===== src/rtl/cam_pkg.sv =====
// Shared types and constants for the CAM multi-match iterator.
// Optional feature macro used by cam_match_iter: CAM_MATCH_COUNT_EN.
// Holds the iterator state enum, table geometry and a popcount helper.
package cam_pkg;

  localparam int CAM_ENTRIES = 8;
  localparam int CAM_ADDR_W  = 3;

  typedef enum logic [1:0] {
    IDLE = 2'd0,
    ITER = 2'd1,
    MISS = 2'd2
  } cam_iter_state_t;

  // Number of set match lines in a vector (0..CAM_ENTRIES).
  function automatic logic [3:0] popcnt8(input logic [CAM_ENTRIES-1:0] v);
    logic [3:0] c;
    c = 4'd0;
    for (int i = 0; i < CAM_ENTRIES; i++) begin
      c = c + {3'd0, v[i]};
    end
    return c;
  endfunction

endpackage


===== src/rtl/cam_match_iter_prienc.sv =====
// prienc_8_3: LSB-priority 8-to-3 encoder, purely combinational.
// Latency: zero cycles.  Backpressure: none (no handshake).
// An all-zero input encodes to 0; the caller qualifies that case itself.
module prienc_8_3
  import cam_pkg::*;
(
  input  logic [CAM_ENTRIES-1:0] i_vec,
  output logic [CAM_ADDR_W-1:0]  o_addr
);

  // Scan from the top down so the lowest set bit is the last write and wins.
  always_comb begin
    o_addr = '0;
    for (int i = CAM_ENTRIES - 1; i >= 0; i--) begin
      if (i_vec[i]) begin
        o_addr = CAM_ADDR_W'(i);
      end
    end
  end

endmodule


===== src/rtl/cam_match_iter.sv =====
// cam_match_iter: turns one 8-bit match vector into one beat per set bit, lowest index first.
// Latency: vector accepted at edge N gives its first beat in cycle N+1; k set bits take k handshakes.
// Backpressure: beats hold stable while hit_ready is low; match_ready is high in IDLE or on a last-beat handshake.
// Optional CAM_MATCH_COUNT_EN adds match_cnt, the popcount of the most recently accepted vector.
module cam_match_iter
  import cam_pkg::*;
#(
  parameter bit EMIT_MISS = 1'b1
) (
  input  logic                   clk,
  input  logic                   rst,
  input  logic                   match_valid,
  output logic                   match_ready,
  input  logic [CAM_ENTRIES-1:0] match_vec,
  output logic                   hit_valid,
  input  logic                   hit_ready,
  output logic [CAM_ADDR_W-1:0]  hit_addr,
  output logic                   hit_last,
  output logic                   hit_miss,
  output logic                   busy
`ifdef CAM_MATCH_COUNT_EN
  ,
  output logic [3:0]             match_cnt
`endif
);

  cam_iter_state_t        r_state;
  logic [CAM_ENTRIES-1:0] r_pend;

  logic [CAM_ENTRIES-1:0] w_pend_rest;
  logic                   w_iter_last;
  logic [CAM_ADDR_W-1:0]  w_enc_addr;
  logic                   w_beat_done;
  logic                   w_accept;

  prienc_8_3 u_prienc (
    .i_vec  (r_pend),
    .o_addr (w_enc_addr)
  );

  // Decode beat fields from registered state only; match_vec never reaches the hit outputs.
  always_comb begin
    w_pend_rest = r_pend & (r_pend - 8'd1);
    w_iter_last = (w_pend_rest == '0);
    hit_valid   = (r_state != IDLE);
    hit_miss    = (r_state == MISS);
    hit_last    = (r_state == MISS) | ((r_state == ITER) & w_iter_last);
    hit_addr    = (r_state == ITER) ? w_enc_addr : '0;
    busy        = hit_valid;
    w_beat_done = hit_valid & hit_ready & hit_last;
    match_ready = (r_state == IDLE) | w_beat_done;
    w_accept    = match_valid & match_ready;
  end

  // Iterator FSM: a new vector may replace a finishing one in the same edge, so no bubble.
  always_ff @(posedge clk) begin
    if (rst) begin
      r_state <= IDLE;
      r_pend  <= '0;
    end else if (w_accept) begin
      if (match_vec != '0) begin
        r_pend  <= match_vec;
        r_state <= ITER;
      end else begin
        r_pend  <= '0;
        r_state <= EMIT_MISS ? MISS : IDLE;
      end
    end else if (w_beat_done) begin
      r_pend  <= '0;
      r_state <= IDLE;
    end else if ((r_state == ITER) && hit_ready) begin
      r_pend <= w_pend_rest;
    end
  end

`ifdef CAM_MATCH_COUNT_EN
  logic [3:0] r_match_cnt;

  // Remember how many entries matched in the last accepted vector.
  always_ff @(posedge clk) begin
    if (rst) begin
      r_match_cnt <= 4'd0;
    end else if (w_accept) begin
      r_match_cnt <= popcnt8(match_vec);
    end
  end

  assign match_cnt = r_match_cnt;
`endif

endmodule


===== config.mk =====
export PLATFORM = sky130hd
export DESIGN_NAME = cam_match_iter
export DESIGN_NICKNAME = d
export VERILOG_FILES = /design/src/rtl/cam_pkg.sv /design/src/rtl/cam_match_iter_prienc.sv /design/src/rtl/cam_match_iter.sv
export SDC_FILE = /design/constraint.sdc
export NUM_CORES = 1
export LEC_CHECK = 0
export CAP_MARGIN = 20
export CORE_MARGIN = 2
export CORE_UTILIZATION = 52
export CTS_CLUSTER_SIZE = 25
export DETAILED_ROUTE_END_ITERATION = 6
export GPL_ROUTABILITY_DRIVEN = 0
export GPL_TIMING_DRIVEN = 0
export PLACE_DENSITY = 0.83
export SLEW_MARGIN = 20
export SYNTH_ARGS = -nofsm -noshare
export SYNTH_HDL_FRONTEND = slang
export SYNTH_SLANG_ARGS = --single-unit

===== constraint.sdc =====
create_clock -name clk -period 3.8 [get_ports clk]
set_input_delay 0.95 -clock clk [delete_from_list [all_inputs] [get_ports clk]]
set_output_delay 0.95 -clock clk [all_outputs]
set_load 0.02 [all_outputs]

==> results.json, run 1 <==
{
  "start_util_pct": 55.5,
  "numCtsBuffers": 3,
  "grt-ovfl-total": 0,
  "hp-class": "reg -> reg",
  "hold_buffers": 0,
  "p_seq_share_pct": 38.7,
  "power_density_mw_per_mm2": 276,
  "setup_viol": 0,
  "yosysTopAreaCellShare_pct": 24.0,
  "reg2regPathDepth": 7,
  "yosys_most_used_dff": "dfxtp_1",
  "min_path_cells": 3,
  "switching_power_w": 0.000100,
  "pin_count": 20,
  "switching_share_pct": 34.1,
  "maxCapViolations": 0,
  "final.min_clock_period_ns": 3.60,
  "fin_cells": 142,
  "synth_largest_area_cell": "dfxtp_1",
  "syn_nets": 116,
  "intPower_w": 0.000194,
  "grt_first_pass_wirelength_um": 3730,
  "fmax_ghz": 0.278,
  "reg2reg_slack_ns": 1.55,
  "drc": 0,
  "synthToLayoutAreaGrowth_pct": 27.5,
  "fp.dieW_um": 44.1,
  "min_to": "r_pend[0]",
  "synth-edff-count": 0,
  "p_clk_share_pct": 24.9,
  "netlist_instances": 104,
  "relSlewSlack_pct": 44.5,
  "yosysSeqAreaShare_pct": 24.0,
  "arrival_ns": 2.65,
  "tns_ns": 0,
  "period_share_pct": 94.8,
  "die_area_mm2": 0.00194,
  "first_global_vias": 865,
  "synth.most_common_cell": "o2111ai_1",
  "rsz0062_at_grt": "no",
  "fp.dieH_um": 44.1,
  "startpoint_type": "flop",
  "ys_top_cells_by_count": "14 x o2111ai_1, 10 x dfxtp_1, 8 x o31ai_1, 7 x clkbuf_1, 6 x nand2_1",
  "num-nets-final": 140,
  "dp.cells": 139,
  "maxSlewViolCount": 0,
  "drt_iter0_markers": 36,
  "rr_startpoint": "r_pend[2]",
  "power_w": 0.000295,
  "critPathCaptureType": "output pin",
  "setup_ws_ns": 0.197,
  "ys_types": 38,
  "clock-sinks": 10,
  "finalHoldViolCount": 0,
  "synth_area_leaders": "dfxtp_1 24%, o2111ai_1 15%, o31ai_1 7.2%",
  "min-delay-start": "r_pend[0]",
  "path_class": "reg -> out",
  "async_reset_ff_share_pct": 0,
  "antenna_found_initial": 0,
  "clock_latency_ns": 0.27,
  "timing.rr.end": "r_state[1]",
  "status": "finished clean",
  "syn_area_per_cell_um2": 8.04,
  "cts_max_level": 1,
  "cts.clk_slew.worst_paths_ns": 0.06,
  "max-vdd-ir-drop_v": 0.000210,
  "clockBufferDepth": 2,
  "fp-row-count": 14,
  "finalClockSkew_ns": 0.00559,
  "cts_tree": "built",
  "crit_required_ns": 2.85,
  "ys_ff_latch": 10,
  "hpwl_um": 1620,
  "fp.coreArea_mm2": 0.00151,
  "routedWlPerCell_um": 15.3,
  "vias": 960,
  "comb_power_share_pct": 36.4,
  "ys_warn_count": 0,
  "antenna_cells": 0,
  "grt_max_degree": 11,
  "tightest_slew_ns": 0.823,
  "ant_nets": 0,
  "grt.total_usage_pct": 25.1,
  "vias_per_cell": 6.76,
  "leakagePower_nw": 0.401,
  "drive_gt1_share_pct": 12.7,
  "drt-pass1-iter-count": 4,
  "syn_area_um2": 836,
  "dp_slack_ns": 0.196,
  "worst-path-max-fanout": 9,
  "portBuffers": 19,
  "root_buffer": "clkbuf_4",
  "wirelength_um": 2170
}
==> state kept, by name, summed over array words and instances, names as in the netlist <==
name / count
r_state: 2
r_pend: 8
==> power by group through the flow <==
stage	clock [W]	combinational, W	sequential, W
detailed placement	0	0.000107	0.000116
floorplan	0	0.0000695	0.000115
global placement	0	0.000105	0.000116
finish	0.0000734	0.000107	0.000114
CTS	0.0000749	0.000106	0.000114
global route	0.0000790	0.000116	0.000114
==> layout by cell type (no fill, tap or decap), types with 3 or more instances in the layout <==
master           netlist  final
clkdlybuf4s50_1        0     17
o2111ai_1             14     14
dfxtp_1               10     10
o31ai_1                8      8
clkbuf_1               7      7
nand2_1                6      6
inv_1                  5      5
nor2_1                 4      4
a21oi_1                4      4
nor4_1                 4      4
buf_2                  3      3
or2_2                  3      3
o31a_1                 3      3
a211oi_1               3      3
clkbuf_4               0      3
==> routing by layer <==
metal  vias to the layer above  routed length (um)  share of wire, %  track usage (%)
met5                         -                   0                 0                0
met3                         7                 170               7.8             4.08
met2                        45                 970                45             38.2
met1                       446                 987                45             35.0
li1                        462                   -                 -                -
met4                         0                  46               2.1             10.9
==> cells by family (layout without fill, tap and decap cells) <==
kind of cell	after synthesis	count (layout)	share of synthesized area, %
AOI/OAI and AO/OA	44	44	43.9
and+or+nand+nor	28	28	18.0
muxes	1	1	1.20
buffers and inverters	20	42	11.7
adders and majority gates	1	1	1.35
DFF	10	10	24.0
==> through the flow <==
step | instance area, um2 | hold WS (ns) | util, %
finish | 1070 | 0.616 | 70.8
global route | 1070 | 0.649 | 70.8
CTS | 1070 | 0.620 | 70.8
detailed placement | 1050 | 0.610 | 69.4
global placement | 1050 | 0.604 | 69.4
floorplan | 836 | 0.542 | -
==> worst max-delay path by stage <==
stage / startpoint / endpoint / slack [ns] / cells past startpoint
finish: r_pend[2] / match_ready / 0.20 / 7
CTS: r_pend[2] / match_ready / 0.20 / 7
floorplan: r_pend[0] / match_ready / 0.43 / 6
global route: r_pend[2] / match_ready / 0.1 / 7
detailed placement: r_pend[2] / match_ready / 0.20 / 7
global placement: r_pend[2] / match_ready / 0.20 / 7
==> what timing repair did <==
| action | in CTS | in global routing |
|---|---|---|
| setup endpoints to repair | 2 | 0 |
| resized for setup | 2 | 0 |
| buffers inserted | 0 | 0 |
==> worst max-delay path: stages, from the launching register on <==
cell and delay (ns):
dfxtp_1 0.29, clkbuf_1 0.18, or4_1 0.48, buf_2 0.17, maj3_2 0.32, o31a_1 0.28, o41ai_1 0.30, dlygate4sd2_1 0.37
==> cell type report <==
cell class              instances  area [um2]
plain buffers                  14        75.1
clock buffers                   3        22.5
fillers                       145         440
inverters                       6        22.5
multi-input cells              74         538
flip-flops and latches         10         200
well taps                      16        20.0
repair buffers                 19         188
Note: power is estimated with default switching activity, not from simulation.
==> run 2: changes to the inputs <==
--- a/config.mk
+++ b/config.mk
@@ -13,6 +13,7 @@
 export GPL_ROUTABILITY_DRIVEN = 0
 export GPL_TIMING_DRIVEN = 0
 export PLACE_DENSITY = 0.83
+export SETUP_SLACK_MARGIN = 0.2
 export SLEW_MARGIN = 20
 export SYNTH_ARGS = -nofsm -noshare
 export SYNTH_HDL_FRONTEND = slang
==> run 2 against run 1 <==
Largest cell class unchanged. Combinational power is essentially flat. Cell count is the same. Core utilization shrank 0.50 points.
==> results.json, run 2 (same netlist as run 1, synthesis figures left out) <==
{
  "grt_max_degree": 11,
  "max_stage_delay_ns": 0.48,
  "reg2regPathDepth": 7,
  "hpwl_um": 1620,
  "power_density_mw_per_mm2": 278,
  "setup_viol": 0,
  "arrival_ns": 2.50,
  "routedWlPerCell_um": 15.2,
  "final.min_clock_period_ns": 3.45,
  "fp.dieH_um": 44.1,
  "p_seq_share_pct": 38.8,
  "synthToLayoutAreaGrowth_pct": 26.6,
  "fp-row-count": 14,
  "pin_count": 20,
  "clock_latency_ns": 0.27,
  "worst-path-max-fanout": 9,
  "antenna_cells": 0,
  "intPower_w": 0.000194,
  "status": "finished clean",
  "cts.clk_slew.worst_paths_ns": 0.06,
  "comb_power_share_pct": 36.3,
  "leakagePower_nw": 0.399,
  "whs_ns": 0.616,
  "place_area_mm2": 0.00105,
  "startpoint_type": "flop",
  "tns_ns": 0,
  "clockBufferDepth": 2,
  "top_register": "r_pend",
  "p_clk_share_pct": 25.0,
  "rsz0062_at_grt": "no",
  "drive_gt1_share_pct": 14.3,
  "numCtsBuffers": 3,
  "cts_max_level": 1,
  "fin_area_mm2": 0.00106,
  "drt-pass1-iter-count": 4,
  "start_util_pct": 55.5,
  "max-vdd-ir-drop_v": 0.000210,
  "cp_cell_sequence": "clkbuf_1, or4_1, buf_2, maj3_2, o31a_1, o41ai_1, clkbuf_2",
  "period_share_pct": 90.9,
  "grt.total_usage_pct": 25.1,
  "hp-class": "reg -> reg",
  "first_global_vias": 865,
  "tightest_slew_ns": 0.823,
  "fmax_ghz": 0.289,
  "fp.dieW_um": 44.1,
  "crit_required_ns": 2.85,
  "ant_nets": 0,
  "portBuffers": 19,
  "vias": 962,
  "maxCapViolations": 0,
  "top_regs": "r_pend x8, r_state x2",
  "drt_iter0_markers": 36,
  "drc": 0,
  "finalHoldViolCount": 0,
  "root_buffer": "clkbuf_4",
  "switching_share_pct": 34.1,
  "num-nets-final": 140,
  "grt_first_pass_wirelength_um": 3730,
  "clock-sinks": 10,
  "path_class": "reg -> out",
  "dp_slack_ns": 0.196,
  "maxSlewViolCount": 0,
  "setup_ws_ns": 0.346,
  "final_common_cell": "clkdlybuf4s50_1",
  "finalClockSkew_ns": 0.00559,
  "vias_per_cell": 6.77,
  "die_area_mm2": 0.00194,
  "switching_power_w": 0.000100,
  "fp.coreArea_mm2": 0.00151,
  "hold_buffers": 0,
  "cts_tree": "built",
  "critPathCaptureType": "output pin",
  "largest_reg_flops": 8,
  "grt-ovfl-total": 0,
  "wirelength_um": 2170,
  "final_cell_mix": "17 x clkdlybuf4s50_1, 14 x o2111ai_1, 10 x dfxtp_1",
  "min_path_cells": 3,
  "antenna_found_initial": 0,
  "cp_slowest_cell": "or4_1",
  "relSlewSlack_pct": 44.5
}
[run 2: metrics by stage]
| step | instances | power [W] | utilization, % |
|---|---|---|---|
| final | 142 | 0.000294 | 70.3 |
| after global routing | 142 | 0.000309 | 70.3 |
| after CTS | 142 | 0.000295 | 70.8 |
| after detailed placement | 139 | 0.000224 | 69.4 |
| after global placement | 139 | 0.000221 | 69.4 |
| after floorplan | 104 | 0.000185 | - |
[run 2: power groups by stage]
stage               Sequential (W)   Clock, W  Combinational [W]
global route              0.000114  0.0000790           0.000116
detailed placement        0.000116          0           0.000107
global placement          0.000116          0           0.000105
CTS                       0.000114  0.0000749           0.000106
finish                    0.000114  0.0000734           0.000107
floorplan                 0.000115          0          0.0000695
[run 2: path summary, 6_finish.rpt]
path         startpoint          end  slack (ns)
min reg2reg   r_pend[0]    r_pend[0]        0.62
max           r_pend[2]  match_ready        0.35
max reg2reg   r_pend[2]   r_state[1]        1.55
min           r_pend[0]    r_pend[0]        0.62
[run 2: final cells by class]
type / instances / area [um2]
multi-input combinational: 74 / 538
fill: 145 / 448
sequential: 10 / 200
timing repair buffer: 19 / 180
buffer: 14 / 75.1
clock buffer: 3 / 22.5
inverter: 6 / 22.5
tap: 16 / 20.0
[run 2: repair_timing]
item / in CTS / in global routing
gates resized for setup: 2 / 6
pin swaps: 0 / 0
setup buffers: 0 / 0
hold endpoints to repair: 0 / 0
setup endpoints to repair: 2 / 2
[run 2: routing by layer]
layer | GRT usage (%) | up-vias | wire [um]
li1 | - | 462 | -
met3 | 4.08 | 7 | 166
met4 | 10.9 | 0 | 46
met5 | 0 | - | 0
met1 | 35.0 | 448 | 981
met2 | 38.2 | 45 | 971
[run 2: critical path: cells and delay by family, from the launching register on]
family                     cells  cell delay, ns
AOI/OAI and AO/OA              2            0.58
and+or+nand+nor                1            0.48
DFF                            1            0.29
buffers and inverters          3            0.57
adders and majority gates      1            0.32
==> run 3: changes to the inputs <==
--- a/config.mk
+++ b/config.mk
@@ -5,14 +5,15 @@
 export SDC_FILE = /design/constraint.sdc
 export NUM_CORES = 1
 export LEC_CHECK = 0
+export ABC_AREA = 1
 export CAP_MARGIN = 20
 export CORE_MARGIN = 2
-export CORE_UTILIZATION = 52
+export CORE_UTILIZATION = 54
+export CTS_BUF_LIST = sky130_fd_sc_hd__clkbuf_4 sky130_fd_sc_hd__clkbuf_8
 export CTS_CLUSTER_SIZE = 25
 export DETAILED_ROUTE_END_ITERATION = 6
-export GPL_ROUTABILITY_DRIVEN = 0
 export GPL_TIMING_DRIVEN = 0
-export PLACE_DENSITY = 0.83
+export PLACE_DENSITY = 0.86
 export SETUP_SLACK_MARGIN = 0.2
 export SLEW_MARGIN = 20
 export SYNTH_ARGS = -nofsm -noshare
==> run 3 against run 2 <==
Global-route usage grew 0.14 points. Setup slack gained 0.17 ns. Register-to-register slack gained 0.48 ns. Clock skew shrank 0.0032 ns. Largest cell class unchanged.
==> results.json, run 3 <==
{
  "top_register": "r_pend",
  "largest_reg_flops": 8,
  "drc": 0,
  "synthToLayoutAreaGrowth_pct": 29.1,
  "fin_cells": 175,
  "setup_viol": 0,
  "ys_warn_count": 0,
  "p_seq_share_pct": 32.7,
  "rr_startpoint": "r_pend[0]",
  "ys_top_cells_by_count": "38 x nand2_1, 21 x inv_1, 16 x nor2_1, 11 x nand3_1, 10 x dfxtp_1",
  "synthXorXnorAreaFrac_pct": 0,
  "synth.most_common_cell": "nand2_1",
  "fp.dieH_um": 42.7,
  "maxCapViolations": 0,
  "path_buf_inv": 2,
  "reg2regPathDepth": 13,
  "max_stage_delay_ns": 0.61,
  "rsz0062_at_grt": "no",
  "vias_per_cell": 5.50,
  "root_buffer": "clkbuf_4",
  "async_reset_ff_share_pct": 0,
  "ys_types": 23,
  "wirelength_um": 2020,
  "arrival_ns": 2.34,
  "path_class": "in -> out",
  "leakagePower_nw": 0.515,
  "reg2reg_slack_ns": 2.03,
  "crit_required_ns": 2.85,
  "synth_top_family_by_area": "simple AND/OR/NAND/NOR gates",
  "final_cell_mix": "38 x nand2_1, 21 x inv_1, 18 x clkdlybuf4s50_1",
  "numCtsBuffers": 3,
  "portBuffers": 18,
  "antenna_found_initial": 0,
  "yosys_most_used_dff": "dfxtp_1",
  "yosysSeqAreaShare_pct": 24.7,
  "fp.coreArea_mm2": 0.00135,
  "grt_max_degree": 12,
  "hp-class": "reg -> reg",
  "synth-simple-area-share_pct": 42.7,
  "fmax_ghz": 0.304,
  "worst-path-max-fanout": 9,
  "setup_ws_ns": 0.515,
  "cp_slowest_cell": "clkdlybuf4s50_1",
  "drive_gt1_share_pct": 9.38,
  "syn_area_per_cell_um2": 5.87,
  "fp.dieW_um": 42.7,
  "clockBufferDepth": 2,
  "timing.rr.end": "r_pend[1]",
  "yosysTopAreaCellShare_pct": 24.7,
  "switching_power_w": 0.000149,
  "drt_iter0_markers": 23,
  "die_area_mm2": 0.00183,
  "num-nets-final": 173,
  "start_util_pct": 60.0,
  "relSlewSlack_pct": 66.1,
  "max-vdd-ir-drop_v": 0.000297,
  "post_cts_buffers": 0,
  "fp-row-count": 13,
  "startpoint": "hit_ready",
  "drt-pass1-iter-count": 4,
  "gp_congestion": 0.875,
  "min-delay-start": "r_state[1]",
  "netlist_instances": 138,
  "synth-edff-count": 0,
  "muxShareOfSynthArea_pct": 0,
  "crit_family": "buffers and inverters",
  "synth_fa_ha_area_share_pct": 0,
  "vias": 963,
  "whs_ns": 0.481,
  "first_global_vias": 859,
  "cts_max_level": 1,
  "finalHoldViolCount": 0,
  "comb_power_share_pct": 42.9,
  "synth_compound_area_share_pct": 17.8,
  "hpwl_um": 1600,
  "cts_resized": 0,
  "min_path_cells": 2,
  "cts_tree": "built",
  "period_share_pct": 86.5,
  "clock_latency_ns": 0.26,
  "ys_ff_latch": 10,
  "synth_area_leaders": "dfxtp_1 25%, nand2_1 18%, inv_1 9.7%",
  "tns_ns": 0,
  "clock-sinks": 10,
  "critPathCaptureType": "output pin",
  "hold_buffers": 0,
  "cts.clk_slew.worst_paths_ns": 0.07,
  "grt_first_pass_wirelength_um": 3510,
  "finalClockSkew_ns": 0.00237,
  "dp_slack_ns": 0.527,
  "p_clk_share_pct": 24.4,
  "power_density_mw_per_mm2": 377,
  "switching_share_pct": 37.9,
  "intPower_w": 0.000245,
  "final.min_clock_period_ns": 3.29,
  "final_common_cell": "nand2_1",
  "routedWlPerCell_um": 11.5,
  "grt.total_usage_pct": 25.3,
  "min_to": "r_state[1]",
  "syn_area_um2": 810,
  "ant_nets": 0,
  "pin_count": 20,
  "maxSlewViolCount": 0,
  "status": "finished clean",
  "cp_cell_sequence": "clkdlybuf4s50_1, nand2_4, nand2_4, clkdlybuf4s50_1",
  "tightest_slew_ns": 0.509,
  "top_regs": "r_pend x8, r_state x2",
  "grt-ovfl-total": 0,
  "startpoint_type": "input port",
  "synth_largest_area_cell": "dfxtp_1",
  "dp.cells": 171,
  "antenna_cells": 0,
  "syn_nets": 150
}
-- run 3: cell types whose count changed after synthesis, sizes merged, moves of 6 or more --
cell     change
nand2       +35
o31ai        -8
nor2        +15
inv         +17
o211ai       +6
o2111ai     -10
nand3       +10
-- run 3: worst max path at each step --
stage	end	slack (ns)	cells after the start
2_1_floorplan	hit_valid	1.50	4
3_5_place_dp	match_ready	0.53	4
6_report	match_ready	0.51	4
3_3_place_gp	match_ready	0.54	4
4_1_cts	match_ready	0.52	4
5_1_grt	hit_valid	0.43	5
-- run 3: metrics by stage --
| step | utilization [%] | cell area [um2] | total power [W] |
|---|---|---|---|
| finish | 77.4 | 1040 | 0.000394 |
| global route | 77.4 | 1040 | 0.000424 |
| CTS | 77.4 | 1040 | 0.000394 |
| detailed placement | 74.7 | 1010 | 0.000297 |
| global placement | 74.7 | 1010 | 0.000293 |
| floorplan | - | 810 | 0.000245 |
-- run 3: area by class of cell --
type | count | area [um2]
Multi-Input combinational cell | 99 | 489
Fill cell | 118 | 305
Timing Repair Buffer | 18 | 180
Buffer | 6 | 33.8
Inverter | 23 | 86.3
Tap cell | 15 | 18.8
Sequential cell | 10 | 200
Clock buffer | 4 | 36.3
-- run 3: cells by family (layout without fill, tap and decap cells) --
kind of cell,Yosys count,in the layout
compound gates,22,22
buf+inv,29,51
flops,10,10
simple gates,77,77
-- run 3: routing by layer --
layer	share of wire (%)	up-vias	global-route usage [%]
met5	0	-	0
met4	1.9	0	8.75
met3	6.5	6	6.38
met2	48	33	41.2
met1	44	435	31.9
li1	-	489	-
-- run 3: worst min-delay path, cell delays in order, from the launching register on --
cell and delay, ns:
dfxtp_1 0.32, nand2_1 0.06, a21oi_1 0.05
-- run 3: power by group through the flow --
| stage | sequential (W) | combinational (W) | clock [W] |
|---|---|---|---|
| 5_1_grt | 0.000129 | 0.000189 | 0.000105 |
| 2_1_floorplan | 0.000127 | 0.000117 | 0 |
| 6_report | 0.000129 | 0.000169 | 0.0000962 |
| 4_1_cts | 0.000128 | 0.000168 | 0.0000980 |
| 3_3_place_gp | 0.000129 | 0.000164 | 0 |
| 3_5_place_dp | 0.000130 | 0.000167 | 0 |
